**config.mk**
```make
export PLATFORM = sky130hd
export DESIGN_NAME = imem_loader
export DESIGN_NICKNAME = d
export VERILOG_FILES = /design/src/rtl/imem_loader.sv
export SDC_FILE = /design/constraint.sdc
export NUM_CORES = 1
export LEC_CHECK = 0
export ABC_AREA = 1
export CAP_MARGIN = 20
export CORE_ASPECT_RATIO = 0.75
export CORE_MARGIN = 2
export CORE_UTILIZATION = 45
export CTS_BUF_LIST = sky130_fd_sc_hd__clkbuf_2
export DETAILED_ROUTE_END_ITERATION = 8
export MAX_ROUTING_LAYER = met4
export PLACE_DENSITY = 0.74
export SKIP_CTS_REPAIR_TIMING = 1
export SLEW_MARGIN = 10
export SYNTH_ARGS = -nofsm -noshare
export SYNTH_HDL_FRONTEND = slang
export SYNTH_SLANG_ARGS = --single-unit
```
**constraint.sdc**
```tcl
create_clock -name clk -period 1.92 [get_ports clk]
set_clock_uncertainty 0.1 [all_clocks]
set_input_delay 0.192 -clock clk [delete_from_list [all_inputs] [get_ports clk]]
set_output_delay 0.192 -clock clk [all_outputs]
set_load 0.03 [all_outputs]
```
**src/rtl/imem_loader.sv**
```systemverilog
// Boot loader: NOP-fills instruction memory, then packs a little-endian byte stream into words.
// Holds the core in reset until the stream ends plus RST_HOLD cycles; all outputs registered.
module imem_loader #(
    parameter int          ADDR_W   = 9,
    parameter int          DEPTH    = 512,
    parameter logic [31:0] NOP_WORD = 32'h0000_0013,
    parameter int          RST_HOLD = 10
) (
    input  logic              clk,
    input  logic              rst,
    input  logic              byte_valid,
    input  logic [7:0]        byte_data,
    input  logic              byte_last,
    output logic              byte_ready,
    output logic              imem_we,
    output logic [ADDR_W-1:0] imem_addr,
    output logic [31:0]       imem_wdata,
    output logic              core_rst,
    output logic              load_done,
    output logic [ADDR_W:0]   word_count,
    output logic              err_partial,
    output logic              err_overflow
);
    localparam int HCW = $clog2(RST_HOLD + 1);

    typedef enum logic [1:0] {ST_CLEAR, ST_RECV, ST_HOLD, ST_RUN} state_t;

    state_t              state_q, state_d;
    logic [ADDR_W-1:0]   clr_ptr_q, clr_ptr_d;
    logic [1:0]          idx_q, idx_d;
    logic [23:0]         asm_q, asm_d;
    logic [HCW-1:0]      hcnt_q, hcnt_d;
    logic                we_q, we_d;
    logic [ADDR_W-1:0]   addr_q, addr_d;
    logic [31:0]         wdata_q, wdata_d;
    logic                ready_q, ready_d;
    logic                core_rst_q, core_rst_d;
    logic                done_q, done_d;
    logic [ADDR_W:0]     wc_q, wc_d;
    logic                ep_q, ep_d;
    logic                eo_q, eo_d;
    logic                hs;

    assign hs = byte_valid && ready_q;

    always_comb begin
        state_d    = state_q;
        clr_ptr_d  = clr_ptr_q;
        idx_d      = idx_q;
        asm_d      = asm_q;
        hcnt_d     = hcnt_q;
        we_d       = 1'b0;
        addr_d     = addr_q;
        wdata_d    = wdata_q;
        ready_d    = 1'b0;
        core_rst_d = 1'b1;
        done_d     = 1'b0;
        wc_d       = wc_q;
        ep_d       = ep_q;
        eo_d       = eo_q;
        case (state_q)
            ST_CLEAR: begin
                we_d      = 1'b1;
                addr_d    = clr_ptr_q;
                wdata_d   = NOP_WORD;
                clr_ptr_d = clr_ptr_q + 1'b1;
                if (clr_ptr_q == ADDR_W'(DEPTH - 1)) state_d = ST_RECV;
            end
            ST_RECV: begin
                ready_d = 1'b1;
                if (hs) begin
                    if (idx_q == 2'd3) begin
                        idx_d = 2'd0;
                        if (wc_q < (ADDR_W+1)'(DEPTH)) begin
                            we_d    = 1'b1;
                            addr_d  = wc_q[ADDR_W-1:0];
                            wdata_d = {byte_data, asm_q};
                            wc_d    = wc_q + 1'b1;
                        end else begin
                            eo_d = 1'b1;
                        end
                    end else begin
                        // Bytes enter at the top so b0 ends up in the low lane.
                        asm_d = {byte_data, asm_q[23:8]};
                        idx_d = idx_q + 1'b1;
                    end
                    if (byte_last) begin
                        if (idx_q != 2'd3) ep_d = 1'b1;
                        idx_d   = 2'd0;
                        hcnt_d  = '0;
                        ready_d = 1'b0;
                        state_d = ST_HOLD;
                    end
                end
            end
            ST_HOLD: begin
                if (hcnt_q == HCW'(RST_HOLD)) begin
                    state_d    = ST_RUN;
                    core_rst_d = 1'b0;
                    done_d     = 1'b1;
                end else begin
                    hcnt_d = hcnt_q + 1'b1;
                end
            end
            default: begin
                core_rst_d = 1'b0;
                done_d     = 1'b1;
            end
        endcase
    end

    always_ff @(posedge clk) begin
        if (!rst) begin
            state_q    <= ST_CLEAR;
            clr_ptr_q  <= '0;
            idx_q      <= 2'd0;
            asm_q      <= '0;
            hcnt_q     <= '0;
            we_q       <= 1'b0;
            addr_q     <= '0;
            wdata_q    <= '0;
            ready_q    <= 1'b0;
            core_rst_q <= 1'b1;
            done_q     <= 1'b0;
            wc_q       <= '0;
            ep_q       <= 1'b0;
            eo_q       <= 1'b0;
        end else begin
            state_q    <= state_d;
            clr_ptr_q  <= clr_ptr_d;
            idx_q      <= idx_d;
            asm_q      <= asm_d;
            hcnt_q     <= hcnt_d;
            we_q       <= we_d;
            addr_q     <= addr_d;
            wdata_q    <= wdata_d;
            ready_q    <= ready_d;
            core_rst_q <= core_rst_d;
            done_q     <= done_d;
            wc_q       <= wc_d;
            ep_q       <= ep_d;
            eo_q       <= eo_d;
        end
    end

    assign byte_ready   = ready_q;
    assign imem_we      = we_q;
    assign imem_addr    = addr_q;
    assign imem_wdata   = wdata_q;
    assign core_rst     = core_rst_q;
    assign load_done    = done_q;
    assign word_count   = wc_q;
    assign err_partial  = ep_q;
    assign err_overflow = eo_q;
endmodule

```
* Word-level counts from Yosys, hierarchy flattened
Cells that the tools add are included.
** Storage, ports and cells
- Flip-flop bits (word level) :: 98
- Bits of input ports :: 12
- Output and inout bits :: 57
** Cells by class
- Add/sub/neg operators :: 4
- $lt $le $gt $ge :: 1
- Eq/ne operators :: 13
- Mux-type cells :: 29
- Bitwise operators :: 2
- Reductions and logical operators :: 15
** Operators with widths (number)
- 32-bit 2-to-1 mux :: 3
- 32-bit case mux with 2 select lines :: 1
- 9-bit 2-to-1 mux :: 3
- 4-bit AND reduction :: 5
- 9-bit case mux with 2 select lines :: 1
- 2-bit != test (second input constant) :: 8
- 2-bit 2-to-1 mux :: 6
- 4-bit 2-to-1 mux :: 3
- 10-bit by 1-bit adder with 10-bit output (second input constant) :: 1
- 10-bit < comparator (second input constant) :: 1
- 9-bit by 1-bit adder with 9-bit output (second input constant) :: 1
- 9-bit equality test (second input constant) :: 1
- 4-bit case mux with 2 select lines :: 1
- 1-bit 2-to-1 mux :: 7
- 1-bit case mux with 2 select lines :: 3
- 2-bit case mux with 3 select lines :: 1
- 5-bit AND reduction :: 1
- 4-bit by 1-bit adder with 4-bit output (second input constant) :: 1
- 2-bit equality test (second input constant) :: 2
- 4-bit equality test (second input constant) :: 1
- 2-bit AND reduction :: 2
- 2-bit nonzero test :: 2
- 3-bit AND reduction :: 1
- 3-bit nonzero test :: 1
- other kinds (6) :: 7

* Logic depth before layout (Yosys ltp)
Gate-level depths: netlist of run 1.
- Word-level depth :: 5
- Mapped depth :: 10
- Gate-level depth less buffers :: 10

* Least setup slack after synthesis of run 1
OpenSTA, ideal clock, no wires.
- Path kind :: register to register
- From :: register ready_q, in the netlist byte_ready
- To :: register wdata_q[29], in the netlist imem_wdata[29]
- Setup time :: 0.132 ns
- Data arrival time :: 1.351 ns
- Required time :: 1.688 ns
- Slack :: 0.336 ns
- Stages on the path, launching flop included :: 8
- Path buffers :: 2
- Period minus slack after synthesis :: 1.584 ns
- Cell sequence :: dfxtp_1 -> nand2_1 -> o21ai_1 -> nand2_1 -> buf_4 -> buf_6 -> nand2_1 -> a21oi_1
** Between the ends
- Longest elaborated chain between the ends :: 3
** RTL lines
- start, declared :: line 36 : logic ready_q, ready_d;
- start signal, assigned :: line 137 : ready_q <= ready_d;
- 1-bit logical AND :: line 44 : assign hs = byte_valid && ready_q;
- 2-bit != test (no source line)
- 4-bit AND reduction (no source line)
- end signal, assigned :: line 136 : wdata_q <= wdata_d;
- end, declared :: line 35 : logic [31:0] wdata_q, wdata_d;
Every way passes these cells.
A chain may end at the register's enable or synchronous reset.

* Worst setup path after layout of run 1
- From :: register state_q[1]
- To :: register asm_q[13]
** Between the ends
- Longest elaborated chain between the ends :: 2
** RTL lines
- start, declared :: line 28 : state_t state_q, state_d;
- start signal, assigned :: line 129 : state_q <= state_d;
- 2-bit by 1-bit equality test with 1-bit output :: line 61 : case (state_q)
- 3-bit AND reduction (no source line)
- end signal, assigned :: line 132 : asm_q <= asm_d;
- end, declared :: line 31 : logic [23:0] asm_q, asm_d;
Every way passes these cells.

==> results of run 1 <==
final timing paths:
kind	startpoint	endpoint	slack [ns]	cells after the start
setup / recovery	state_q[1]	asm_q[13]	0.15	8
setup reg to reg	state_q[1]	asm_q[13]	0.15	8
hold reg to reg	asm_q[7]	imem_wdata[7]	0.37	2
hold / removal	byte_data[7]	imem_wdata[31]	0.12	3
sequential cells by signal, indices dropped and copies added, names as in the netlist:
name / cells
imem_addr: 9
hcnt_q: 4
byte_ready: 1
state_q: 2
core_rst: 1
imem_wdata: 32
err_partial: 1
err_overflow: 1
asm_q: 24
load_done: 1
idx_q: 2
word_count: 10
clr_ptr_q: 9
imem_we: 1
through the flow:
step / total power [mW] / util, %
finish: 5.21 / 59.0
CTS: 5.22 / 57.2
global route: 5.55 / 59.0
global placement: 4.33 / 56.2
detailed placement: 4.40 / 56.2
floorplan: 3.78 / -
cell families after synthesis:
family                   synth area share (%)
AO/OA/AOI/OAI                            14.0
flip-flops                               49.8
adder cells (fa/ha/maj)                  3.49
AND/OR/NAND/NOR                          26.2
XOR/XNOR                                0.222
buffers and inverters                    6.41
worst min-delay path, delay by kind of cell:
family	cells	cell delay, ns
buf+inv	1	0.43
simple gates	1	0.08
compound gates	1	0.05
report_power, final:
part	switching [mW]	total, mW	internal [mW]	leakage (nW)
Sequential	0.138	2.40	2.26	0.795
Clock	0.654	0.825	0.171	0.0463
Combinational	1.29	1.98	0.690	1.96
cell type report:
class | instances | area (um2) | share of cell area [%]
Clock inverter | 4 | 30.0 | 0.600
Tap cell | 108 | 135 | 2.70
Timing Repair Buffer | 83 | 973 | 19.4
Clock buffer | 11 | 55.1 | 1.10
Inverter | 30 | 114 | 2.27
Multi-Input combinational cell | 379 | 1730 | 34.6
Sequential cell | 98 | 1970 | 39.3
cell usage in the layout, fill, tap and decap left out, drive strengths merged:
cell / instances
dlymetal6s2s: 57
inv: 29
nor3: 2
clkbuf: 11
clkdlybuf4s50: 11
nand3b: 2
nand2: 114
ha: 11
a31oi: 2
clkinvlp: 4
xor2: 1
clkinv: 1
nor2: 118
dfxtp: 98
buf: 15
o21ai: 55
nand3: 16
o21a: 1
a21oi: 51
nand4: 6
routing by layer:
metal	track usage, %	vias up	share of wire [%]
met4	4.32	0	0.99
met5	-	-	0
met1	28.2	1577	50
met2	30.8	97	43
met3	4.79	13	6.0
li1	-	1857	-
==> results.sh, run 1 <==
export IMPL_run_status="complete, no violations"
export IMPL_avgViaCountPerCell=4.97
export IMPL_path_buf_inv=3
export IMPL_synth_edf_count=0
export IMPL_core_mm2=0.00849
export IMPL_placed_cell_areas_mm2=0.00477
export IMPL_crit_fanout=16
export IMPL_antenna_violations_before_repair=0
export IMPL_finalCriticalPeriod_ns=1.77
export IMPL_setup_worst_path_end_class="flop"
export IMPL_fillerInstances=803
export IMPL_worst_skew_pair_late_latency_ns=0.53
export IMPL_tritoncts="yes"
export IMPL_placed_cells=698
export IMPL_areaGrowthSynthToFinish_pct=27.0
export IMPL_via_count_of_the_first_global_routing_pass=3327
export IMPL_crit_slowest_cell="dfxtp_1"
export IMPL_drt_pass1_iter_count=5
export IMPL_grt_util_all_layers_pct=20.4
export IMPL_die_h_um=85.1
export IMPL_clkTransAtPathRegs_ns=0.25
export IMPL_period_share_pct=92.1
export IMPL_cts_max_level=3
export IMPL_power_density_mw_per_mm2=1040
export IMPL_drcViolationCount=0
export IMPL_mappedNetlistNets=556
export IMPL_global_route_overflow_total=0
export IMPL_io_pin_count=69
export IMPL_post_synthesis_instance_total=533
export IMPL_synthDistinctLibCells=23
export IMPL_timing_critical_path_max_delay_family="buffers and inverters"
export IMPL_cts_sinks=98
export IMPL_cp_start_kind="flop"
export IMPL_slew_headroom_pct=77.9
export IMPL_criticalPathCategory="flop to flop"
export IMPL_number_of_non_filler_instances_in_the_completed_layout=713
export IMPL_yosysWarningCount=0
export IMPL_stdcell_area_mm2=0.00501
export IMPL_synth_main_ff_cell="dfxtp_1"
export IMPL_horizontal_die_dimension_um=112
export IMPL_postSynth_asyncResetShare_pct=0
export IMPL_cts_root_to_sink_buffers=2
export IMPL_grt_pass1_wl_mm=15.5
export IMPL_final_max_slew_viol_count=0
export IMPL_insertedDiodeCount=0
export IMPL_synth_sequential_area_ratio_pct=49.8
export IMPL_totalWireLength_mm=9.25
export IMPL_dr_first_iter_drc_count=185
export IMPL_pre_cts_ws_ns=0.111
export IMPL_layout_nets=624
export IMPL_floorplan_initialDensity_pct=46.4
export IMPL_avgSynthCellArea_um2=7.40
export IMPL_most_common_cell_in_the_netlist="nor2_1"
export IMPL_setup_viol=0
export IMPL_synth_top_cells_by_count="116 x nor2_1, 113 x nand2_1, 98 x dfxtp_1"
export IMPL_ant_nets=0
export IMPL_drive_above_1_share_pct=6.78
export IMPL_dp_final_hpwl_mm=6.59
export IMPL_clk_root_buffer_cell="clkbuf_2"
export IMPL_post_synth_instance_area_mm2=0.00394
export IMPL_tns_ns=0
export IMPL_dieArea_mm2=0.00953
export IMPL_worst_endpoint_required_ns=2.26
export IMPL_ir_worst_vdd_v=0.000574
export IMPL_ys_seq_elements=98
export IMPL_worst_tran_pin_value_ns=0.331
export IMPL_synthTopCellsByArea="dfxtp_1 50%, nor2_1 11%, nand2_1 11%, a21oi_1 6.5%, o21ai_0 6.5%"
export IMPL_synth_top_area_share_pct=49.8
export IMPL_drt_wirelength_per_cell_um=13.0
export IMPL_timing_critical_path_cells="inv_1 > ha_2 > inv_2 > nor2_4 > nand2_2 > buf_4 > o21ai_0 > nor2_1"
export IMPL_leakagePower_nw=2.81
export IMPL_hold_violations=0
export IMPL_grt_start_max_net_pins=43
export IMPL_yosysTopAreaCell="dfxtp_1"
export IMPL_max_cap_violations=0
export IMPL_gp_congestion=0.850
export IMPL_stage_delay_of_the_slowest_cell_on_the_critical_path_ns=0.38
export IMPL_maxClockFrequency_mhz=566
export IMPL_hp_class="input port to flop"
export IMPL_timing_hold_ws_ns=0.121
export IMPL_buffer_ports_inserted=68
export IMPL_setup_repair_after_global_routing_missed_its_margin="false"
export IMPL_std_cell_rows=29
export IMPL_dr_total_vias=3544
export IMPL_cts_made_buffers=9
export IMPL_arrival_ns=2.11
export IMPL_setup_slack_ns=0.152
(Power assumes the default switching activity.)
==> run 2: changes to the inputs <==
--- a/config.mk
+++ b/config.mk
@@ -12,7 +12,6 @@
 export CORE_UTILIZATION = 45
 export CTS_BUF_LIST = sky130_fd_sc_hd__clkbuf_2
 export DETAILED_ROUTE_END_ITERATION = 8
-export MAX_ROUTING_LAYER = met4
 export PLACE_DENSITY = 0.74
 export SKIP_CTS_REPAIR_TIMING = 1
 export SLEW_MARGIN = 10
==> results.sh, run 2 (synthesis gave the netlist of run 1 again) <==
export IMPL_run_status="complete, no violations"
export IMPL_ant_nets=0
export IMPL_std_cell_rows=29
export IMPL_timing_hold_ws_ns=0.128
export IMPL_core_mm2=0.00849
export IMPL_hold_path_endpoint="imem_wdata[31]"
export IMPL_criticalPathCategory="flop to flop"
export IMPL_regToRegStartpoint="clr_ptr_q[1]"
export IMPL_via_count_of_the_first_global_routing_pass=3334
export IMPL_grt_pass1_wl_mm=15.5
export IMPL_pre_cts_ws_ns=0.111
export IMPL_setup_worst_path_end_class="flop"
export IMPL_p_total_mw=5.20
export IMPL_max_cap_violations=0
export IMPL_cts_made_buffers=9
export IMPL_dr_wl_met3_um=546
export IMPL_io_pin_count=69
export IMPL_met2_wl_mm=3.99
export IMPL_insertedDiodeCount=0
export IMPL_cts_root_to_sink_buffers=2
export IMPL_clkTransAtPathRegs_ns=0.24
export IMPL_dp_final_hpwl_mm=6.59
export IMPL_drive_above_1_share_pct=6.78
export IMPL_worstRegToRegCells=10
export IMPL_startpoint="clr_ptr_q[1]"
export IMPL_leakagePower_nw=2.81
export IMPL_layout_common_cells="116 x nor2_1, 113 x nand2_1, 95 x dfxtp_1"
export IMPL_areaGrowthSynthToFinish_pct=27.0
export IMPL_totalWireLength_mm=9.27
export IMPL_dr_first_iter_drc_count=161
export IMPL_grt_start_max_net_pins=43
export IMPL_drcViolationCount=0
export IMPL_grt_util_all_layers_pct=19.8
export IMPL_drt_wirelength_per_cell_um=13.0
export IMPL_layout_commonest_cell="nor2_1"
export IMPL_timing_hold_worst_start="byte_data[7]"
export IMPL_cts_sinks=98
export IMPL_cts_max_level=3
export IMPL_period_share_pct=91.8
export IMPL_layout_nets=624
export IMPL_setup_viol=0
export IMPL_tritoncts="yes"
export IMPL_antenna_violations_before_repair=0
export IMPL_regToRegEndpoint="state_q[1]"
export IMPL_finalCriticalPeriod_ns=1.76
export IMPL_maxClockFrequency_mhz=567
export IMPL_setup_slack_ns=0.157
export IMPL_gp_congestion=0.837
export IMPL_worst_endpoint_required_ns=2.30
export IMPL_hp_class="input port to flop"
export IMPL_dr_max_layer_used="met4"
export IMPL_hold_violations=0
export IMPL_setup_repair_after_global_routing_missed_its_margin="false"
export IMPL_flip_flop_count_of_the_largest_register_all_copies_and_words_added=32
export IMPL_buffer_ports_inserted=68
export IMPL_clk_root_buffer_cell="clkbuf_2"
export IMPL_arrival_ns=2.15
export IMPL_worst_skew_pair_late_latency_ns=0.53
export IMPL_dr_total_vias=3532
export IMPL_die_h_um=85.1
export IMPL_met1_length_mm=4.63
export IMPL_drt_pass1_iter_count=5
export IMPL_crit_fanout=5
export IMPL_floorplan_initialDensity_pct=46.4
export IMPL_power_density_mw_per_mm2=1040
export IMPL_slew_headroom_pct=77.7
export IMPL_final_max_slew_viol_count=0
export IMPL_cp_start_kind="flop"
export IMPL_avgViaCountPerCell=4.95
export IMPL_dieArea_mm2=0.00953
export IMPL_r2r_slack_ns=0.16
export IMPL_worst_tran_pin_value_ns=0.334
export IMPL_min_path_cells=3
export IMPL_global_route_overflow_total=0
export IMPL_ir_worst_vdd_v=0.000576
export IMPL_horizontal_die_dimension_um=112
-- run 2: power by group --
part | internal (mW) | switching [mW]
clock network | 0.171 | 0.651
registers | 2.26 | 0.139
logic | 0.690 | 1.29
total | 3.12 | 2.08
-- run 2: critical path, stage by stage (launching register included) --
cell,delay (ns)
dfxtp_4,0.43
ha_2,0.22
nand3_1,0.08
nor3_1,0.18
ha_1,0.18
nor2_1,0.04
nor2_1,0.10
nand3_1,0.16
nand2_1,0.09
nand2_1,0.05
nor2_1,0.09
-- run 2: per-layer routing --
| metal | global-route usage (%) | vias to the layer above |
|---|---|---|
| li1 | - | 1853 |
| met1 | 28.1 | 1572 |
| met2 | 30.8 | 95 |
| met3 | 4.93 | 12 |
| met4 | 4.32 | 0 |
| met5 | 0 | - |
-- run 2: per-stage QoR --
step	cell area (um2)	util, %	cells	TNS, ns
final	5010	59.0	713	0
after global routing	5010	59.0	713	0
after CTS	4850	57.2	713	-1.98
after detailed placement	4770	56.2	698	0
after global placement	4770	56.2	698	0
after floorplan	3940	-	533	0
-- run 2: worst max path at each step --
| stage | to | slack [ns] |
|---|---|---|
| 3_5_place_dp | word_count[7] | 0.11 |
| 2_1_floorplan | imem_wdata[29] | 0.34 |
| 4_1_cts | word_count[0] | -0.20 |
| 3_3_place_gp | imem_addr[8] | 0.16 |
| 5_1_grt | state_q[1] | 0.007 |
| 6_report | state_q[1] | 0.16 |
-- run 2: cell type report --
class | count | area, um2
fillers | 803 | 3480
flip-flops and latches | 98 | 1970
multi-input cells | 379 | 1730
clock buffers | 11 | 55.1
inverters | 30 | 114
clock inverters | 4 | 30.0
well taps | 108 | 135
repair buffers | 83 | 973
==> run 3: changes to the inputs <==
--- a/config.mk
+++ b/config.mk
@@ -13,6 +13,7 @@
 export CTS_BUF_LIST = sky130_fd_sc_hd__clkbuf_2
 export DETAILED_ROUTE_END_ITERATION = 8
 export PLACE_DENSITY = 0.74
+export RECOVER_POWER = 50
 export SKIP_CTS_REPAIR_TIMING = 1
 export SLEW_MARGIN = 10
 export SYNTH_ARGS = -nofsm -noshare
==> results.sh, run 3 (synthesis gave the netlist of run 1 again) <==
export IMPL_arrival_ns=2.11
export IMPL_finalCriticalPeriod_ns=1.77
export IMPL_tritoncts="yes"
export IMPL_regArea_mm2=0.00197
export IMPL_pre_cts_ws_ns=0.111
export IMPL_grt_util_all_layers_pct=19.8
export IMPL_io_pin_count=69
export IMPL_via_count_of_the_first_global_routing_pass=3334
export IMPL_gp_congestion=0.837
export IMPL_ir_worst_vdd_v=0.000566
export IMPL_insertedDiodeCount=0
export IMPL_r2r_slack_ns=0.15
export IMPL_drt_wirelength_per_cell_um=13.0
export IMPL_horizontal_die_dimension_um=112
export IMPL_grt_pass1_wl_mm=15.5
export IMPL_dr_first_iter_drc_count=184
export IMPL_criticalPathCategory="flop to flop"
export IMPL_hp_class="input port to flop"
export IMPL_floorplan_initialDensity_pct=46.4
export IMPL_maxClockFrequency_mhz=565
export IMPL_areaGrowthSynthToFinish_pct=14.6
export IMPL_grt_start_max_net_pins=43
export IMPL_crit_fanout=16
export IMPL_avgViaCountPerCell=4.96
export IMPL_flip_flop_count_of_the_largest_register_all_copies_and_words_added=32
export IMPL_worst_skew_pair_late_latency_ns=0.53
export IMPL_layout_nets=624
export IMPL_placed_cell_areas_mm2=0.00477
export IMPL_ant_nets=0
export IMPL_cp_start_kind="flop"
export IMPL_clkTransAtPathRegs_ns=0.25
export IMPL_timing_critical_path_max_delay_family="buffers and inverters"
export IMPL_drt_pass1_iter_count=5
export IMPL_die_h_um=85.1
export IMPL_clk_root_buffer_cell="clkbuf_2"
export IMPL_core_mm2=0.00849
export IMPL_layout_common_cells="116 x nor2_1, 113 x nand2_1, 95 x dfxtp_1"
export IMPL_setup_worst_path_end_class="flop"
export IMPL_placed_cells=698
export IMPL_period_share_pct=92.2
export IMPL_cts_max_level=3
export IMPL_global_route_overflow_total=0
export IMPL_hold_violations=0
export IMPL_power_density_mw_per_mm2=1120
export IMPL_timing_critical_path_cells="inv_1 > ha_2 > inv_2 > nor2_4 > nand2_2 > buf_4 > o21ai_0 > nor2_1"
export IMPL_setup_repair_after_global_routing_missed_its_margin="false"
export IMPL_number_of_non_filler_instances_in_the_completed_layout=713
export IMPL_cts_sinks=98
export IMPL_worst_tran_pin_value_ns=0.389
export IMPL_fillerInstances=900
export IMPL_setup_viol=0
export IMPL_layout_commonest_cell="nor2_1"
export IMPL_p_total_mw=5.08
export IMPL_setup_slack_ns=0.149
export IMPL_dr_total_vias=3535
export IMPL_path_buf_inv=3
export IMPL_worst_endpoint_required_ns=2.25
export IMPL_leakagePower_nw=1.70
export IMPL_cts_made_buffers=9
export IMPL_final_max_slew_viol_count=0
export IMPL_dieArea_mm2=0.00953
export IMPL_slew_headroom_pct=74.2
export IMPL_area_used_by_multi_input_combinational_logic_mm2=0.00173
export IMPL_drcViolationCount=0
export IMPL_buffer_ports_inserted=68
export IMPL_dp_final_hpwl_mm=6.59
export IMPL_antenna_violations_before_repair=0
export IMPL_stage_delay_of_the_slowest_cell_on_the_critical_path_ns=0.38
export IMPL_crit_slowest_cell="dfxtp_1"
export IMPL_run_status="complete, no violations"
export IMPL_stdcell_area_mm2=0.00452
export IMPL_std_cell_rows=29
export IMPL_max_cap_violations=0
export IMPL_drive_above_1_share_pct=6.78
export IMPL_cts_root_to_sink_buffers=2
export IMPL_totalWireLength_mm=9.28
run 3: cell count changes in the layout (fill, tap and decap cells not counted):
cell | before | now
clkbuf_4 | 0 | 1
dlymetal6s2s_1 | 57 | 1
buf_4 | 12 | 11
clkbuf_1 | 0 | 56
run 3: layout make-up:
cell class                 instances  share of cell area (%)
clock buffer                      11                    1.22
sequential                        98                    43.6
inverter                          30                    2.52
timing repair buffer              83                    10.7
tap                              108                    2.99
clock inverter                     4                   0.665
multi-input combinational        379                    38.4
run 3: stage by stage:
step	hold WS, ns	util (%)	setup TNS [ns]
6_report	0.129	53.2	0
4_1_cts	0.0828	57.2	-1.98
3_5_place_dp	0.354	56.2	0
5_1_grt	0.0810	53.2	0
2_1_floorplan	0.237	-	0
3_3_place_gp	0.348	56.2	0
run 3: power breakdown:
group,switching [mW],internal (mW)
registers,0.144,2.26
clock network,0.653,0.171
logic,1.29,0.556
total,2.09,2.99
run 3: layer usage:
metal	vias to the layer above	track usage [%]	wire (um)
met5	-	0	0
met4	0	4.32	97
met3	10	4.93	435
met2	88	30.8	4000
met1	1586	28.1	4750
li1	1851	-	-
run 3: path summary, 6_finish.rpt:
check	to	cells after the start	startpoint
setup / recovery	asm_q[13]	8	state_q[1]
hold / removal	imem_wdata[31]	3	byte_data[7]
setup reg to reg	asm_q[13]	8	state_q[1]
hold reg to reg	imem_wdata[7]	2	asm_q[7]
run 3: tightest hold or removal path, delay by kind of cell:
family,cells,cell delay [ns]
buffers and inverters,1,0.43
AND/OR/NAND/NOR,1,0.08
AO/OA/AOI/OAI,1,0.05
